$ cat src/rtl/prbs_stream_gen.sv
// Fibonacci LFSR pseudo-random word source with a valid/ready output stream,
// a transfer counter and a sticky flag for all-zero state substitution.
module prbs_stream_gen #(
  parameter int               WIDTH = 24,
  parameter logic [WIDTH-1:0] SEED  = 24'h123456,
  parameter logic [WIDTH-1:0] POLY  = 24'h010100,
  parameter int               CNT_W = 32
) (
  input  logic             clk,
  input  logic             reset,
  input  logic             en,
  input  logic             load,
  input  logic [WIDTH-1:0] load_seed,
  input  logic             out_ready,
  output logic             out_valid,
  output logic [WIDTH-1:0] out_data,
  output logic [CNT_W-1:0] word_count,
  output logic             lockup
);

  logic [WIDTH-1:0] state_q, state_d;
  logic             valid_q, valid_d;
  logic [CNT_W-1:0] count_q, count_d;
  logic             lockup_q, lockup_d;

  logic [WIDTH-1:0] tapped;
  logic             feedback;
  logic [WIDTH-1:0] shifted;
  logic             transfer;
  logic             shifted_zero;
  logic             seed_zero;

  assign tapped       = state_q & POLY;
  assign feedback     = ^tapped;
  assign shifted      = {state_q[WIDTH-2:0], feedback};
  assign shifted_zero = (shifted == '0);
  assign seed_zero    = (load_seed == '0);

  // A load blocks the handshake entirely, so a colliding transfer is dropped.
  assign transfer = valid_q & out_ready & ~load;

  always_comb begin
    state_d  = state_q;
    valid_d  = valid_q;
    count_d  = count_q;
    lockup_d = lockup_q;

    if (load) begin
      state_d  = seed_zero ? SEED : load_seed;
      valid_d  = 1'b0;
      count_d  = '0;
      lockup_d = seed_zero;
    end else begin
      valid_d = (valid_q & ~out_ready) | en;
      if (transfer) begin
        count_d = count_q + 1'b1;
        // The all-zero state would stick forever; reseed and flag it.
        if (shifted_zero) begin
          state_d  = SEED;
          lockup_d = 1'b1;
        end else begin
          state_d = shifted;
        end
      end
    end
  end

  always_ff @(posedge clk or negedge reset) begin
    if (!reset) begin
      state_q  <= SEED;
      valid_q  <= 1'b0;
      count_q  <= '0;
      lockup_q <= 1'b0;
    end else begin
      state_q  <= state_d;
      valid_q  <= valid_d;
      count_q  <= count_d;
      lockup_q <= lockup_d;
    end
  end

  assign out_valid  = valid_q;
  assign out_data   = state_q;
  assign word_count = count_q;
  assign lockup     = lockup_q;

endmodule

$ cat config.mk
export PLATFORM = sky130hd
export DESIGN_NAME = prbs_stream_gen
export DESIGN_NICKNAME = d
export VERILOG_FILES = /design/src/rtl/prbs_stream_gen.sv
export SDC_FILE = /design/constraint.sdc
export NUM_CORES = 1
export LEC_CHECK = 0
export ABC_AREA = 0
export ABC_CLOCK_PERIOD_IN_PS = 1700
export CAP_MARGIN = 20
export CORE_UTILIZATION = 43
export DETAILED_ROUTE_END_ITERATION = 7
export PLACE_DENSITY = 0.84
export REMOVE_ABC_BUFFERS = 1
export SYNTH_ARGS = -nofsm -noshare
export SYNTH_HDL_FRONTEND = slang
export SYNTH_SLANG_ARGS = --single-unit
$ cat constraint.sdc
create_clock -name clk -period 1.7 [get_ports clk]
set_input_delay 0.34 -clock clk [delete_from_list [all_inputs] [get_ports clk]]
set_output_delay 0.34 -clock clk [all_outputs]
set_load 0.005 [all_outputs]
==> impl_metrics.env <==
export IMPL_outcome="finished, violations left"
export IMPL_failed_checks="setup timing"
export IMPL_num_nets_final=517
export IMPL_root_buffer="clkbuf_8"
export IMPL_coreArea_um2=6756
export IMPL_post_synthesis_instance_total=310
export IMPL_tightest_slew_ps=452.6
export IMPL_vias_per_cell=5.998
export IMPL_crit_slowest_cell="nor4_1"
export IMPL_io_pins=87
export IMPL_required_time_of_the_critical_path_ps=1980
export IMPL_clock_insertion_delay_at_the_later_pin_of_the_skew_report_ps=340
export IMPL_clk_pin_slew_worst_paths_ps=70
export IMPL_grt_pass1_wl_um=16060
export IMPL_timing_setup_tns_ps=-1130
export IMPL_wl_per_cell_um=18.96
export IMPL_ys_seq_area_share_pct=48.63
export IMPL_syn_to_final_growth_pct=68.55
export IMPL_synth_async_sr_flop_share_pct=100.0
export IMPL_post_synth_instance_area_um2=3008
export IMPL_detailroute_via_count=3431
export IMPL_ordered_cell_list_for_the_critical_path="clkdlybuf4s50_1, nor4_1, nand4_1, o21ai_1, buf_4, o221a_2"
export IMPL_grt_start_max_net_pins=71
export IMPL_placement_rows=30
export IMPL_worst_endpoint_arrival_ps=2080
export IMPL_maximum_cell_stage_delay_along_the_critical_path_ps=480
export IMPL_dp_worst_setup_slack_ps=-453.6
export IMPL_post_route_cell_area_um2=5070
export IMPL_slew_violations=0
export IMPL_hpwlAfterDp_um=6619
export IMPL_n_antenna_cell=0
export IMPL_r2r_setup_slack_ps=-90
export IMPL_synth_ff_type="dfrtp_1"
export IMPL_first_global_vias=3312
export IMPL_synth_mux_area_share_pct=6.156
export IMPL_yosys_register_bits=58
export IMPL_relSlewSlack_pct=69.55
export IMPL_leak_pwr_uw=0.002462
export IMPL_timing_setup_critical_path_class="input pin to flip-flop"
export IMPL_synth_fa_ha_area_share_pct=0.4160
export IMPL_die_area_um2=7333
export IMPL_netlist_cell_type_count=36
export IMPL_final_worst_setup_slack_ps=-105.3
export IMPL_post_route_cells_drive_above_1_share_pct=35.57
export IMPL_floorplan_die_height_um=85.64
export IMPL_detail_route_antenna_nets=0
export IMPL_grt_usage_pct=28.52
export IMPL_max_clock_path_buffers=2
export IMPL_cts_tree="done"
export IMPL_synth_xor_area_share_pct=3.785
export IMPL_critical_path_endpoint_type="flip-flop"
export IMPL_fp_dieW_um=85.64
export IMPL_layout_worst_path_cycle_share_pct=106.2
export IMPL_timing_final_hold_violations=0
export IMPL_synth_warnings=0
export IMPL_number_of_flops_mapped_to_enable_cells_by_yosys=0
export IMPL_gr_total_overflow=0
export IMPL_post_synth_cell_area_avg_um2=9.703
export IMPL_detail_route_drc_violations=0
export IMPL_setup_worst_path_start_class="input pin"
export IMPL_finalSetupViolCount=14
export IMPL_timing_fmax_ghz=0.5539
export IMPL_port_buffers=86
export IMPL_gp_congestion=0.8486
export IMPL_hold_path_class="input pin to asynchronous set/reset pin"
export IMPL_critical_path_maximum_fanout=10
export IMPL_report_power_total_uw=3507
export IMPL_cts_num_sinks=58
export IMPL_synth_compound_gate_area_share_pct=13.06
export IMPL_synth_simple_gate_area_share_pct=25.46
export IMPL_htree_levels=3
export IMPL_combinational_family_with_the_most_area_after_synthesis="simple AND/OR/NAND/NOR gates"
export IMPL_final_period_minus_worst_setup_slack_ps=1805
export IMPL_vdd_drop_max_mv=0.5385
export IMPL_placedInstanceArea_um2=4453
export IMPL_rsz_0062_raised_after_global_routing="true"
export IMPL_timing_max_cap_violations=0
export IMPL_drtIter0Drc=274
export IMPL_cts_buffers=9
export IMPL_drt_pre_antenna_iters=5
export IMPL_finalWirelength_um=10850
export IMPL_number_of_antenna_violations_at_the_first_check_in_global_routing=0
export IMPL_floorplan_initialDensity_pct=44.52
export IMPL_final_setup_skew_ps=8.667
export IMPL_pwr_density_cell_nw_per_um2=691.7
[layout by cell type (no fill, tap or decap), types with 4 or more instances in the layout]
master and n:
nand2_1 34, dfstp_2 9, a21oi_1 11, or2_2 9, nor3_1 5, xnor2_1 8, dlygate4sd2_1 13, o21ai_0 20
or3_1 4, o31ai_1 7, or4_1 6, buf_6 11, clkdlybuf4s50_1 53, clkbuf_8 14, mux2i_1 14, o221a_2 9
buf_4 82, nor4_2 4, nor4_1 11, dlymetal6s2s_1 18, xor2_1 5, nand4_1 16, or4_4 5, nor2_1 20
a21oi_2 7, nand3_1 8, mux2_2 4, dfrtp_1 47
[what timing repair did]
action	in CTS	in global routing
endpoints found under the setup margin	32	49
endpoints found under the hold margin	0	0
pin swaps	15	6
gates resized for setup	29	47
hold buffers	0	0
buffers inserted	11	13
gates cloned	0	0
[sequential cells by signal, indices dropped and copies added, names as in the netlist]
| name | flops |
|---|---|
| lockup | 1 |
| word_count | 32 |
| out_valid | 1 |
| out_data | 24 |
[layer usage]
layer	GRT usage, %	part of all wire, %	vias up
li1	-	-	1524
met1	33.52	38	1668
met2	48.58	52	203
met3	5.967	6.5	36
met4	16.21	3.6	0
met5	0	0	-
[worst paths after layout]
check | start | end | cells past startpoint
min in group clk | load | word_count[7]$_DFFE_PN0P_ | 3
max | load_seed[12] | out_data[12]$_DFFE_PN1P_ | 6
max in group asynchronous | reset | out_data[2]$_DFFE_PN1P_ | 2
max reg2reg | word_count[0]$_DFFE_PN0P_ | word_count[31]$_DFFE_PN0P_ | 4
min | reset | out_data[23]$_DFFE_PN0P_ | 2
min reg2reg | lockup$_DFFE_PN0P_ | lockup$_DFFE_PN0P_ | 1
[power breakdown]
part	internal, µW	switching, µW
Combinational	303	230
Clock	879	559
Sequential	1460	71.9
[synthesized netlist by cell type (4+ instances only)]
master	number	share of area [%]
clkbuf_1	11	1.4
o221a_2	9	3.4
nor3_1	6	1.0
nand4_1	16	3.3
mux2_2	4	1.5
mux2i_1	14	4.7
a21oi_1	18	3.0
nand2_1	35	4.4
or4_1	10	2.5
or3_1	4	0.83
and4_1	4	1.2
dfrtp_1	49	41
nor2_1	20	2.5
and3_1	4	0.83
nor4_1	16	3.3
or2_2	9	1.9
o21ai_0	20	3.3
xnor2_1	8	2.3
dfstp_2	9	7.9
nand3_1	8	1.3
o31ai_1	10	2.5
xor2_1	5	1.5
[cell type report]
cell class | count | area [µm²]
Tap cell | 80 | 100.1
Fill cell | 424 | 1687
Clock buffer | 15 | 196.4
Inverter | 3 | 11.26
Clock inverter | 1 | 30.03
Timing Repair Buffer | 181 | 1659
Sequential cell | 58 | 1465
Multi-Input combinational cell | 234 | 1608
[cells by family after synthesis]
| family | count (synthesis) |
|---|---|
| AND/OR/NAND/NOR | 141 |
| AO/OA/AOI/OAI | 61 |
| flip-flops | 58 |
| buffers and inverters | 18 |
| multiplexers | 18 |
| XOR/XNOR | 13 |
| adder cells (fa/ha/maj) | 1 |
[stage by stage]
stage | cells | hold slack, ps | util (%)
6_report | 572 | 1.827 | 75.04
3_5_place_dp | 532 | 367.6 | 65.91
3_3_place_gp | 532 | 364.0 | 65.91
4_1_cts | 559 | 6.560 | 71.15
5_1_grt | 572 | 16.29 | 75.04
2_1_floorplan | 295 | 44.41 | -
[worst max-delay path, delay by kind of cell]
kind / cells / cell delay (ps)
buffers and inverters: 2 / 680
and+or+nand+nor: 2 / 670
AOI/OAI and AO/OA: 2 / 400
Note: power is estimated with default switching activity, not from simulation.
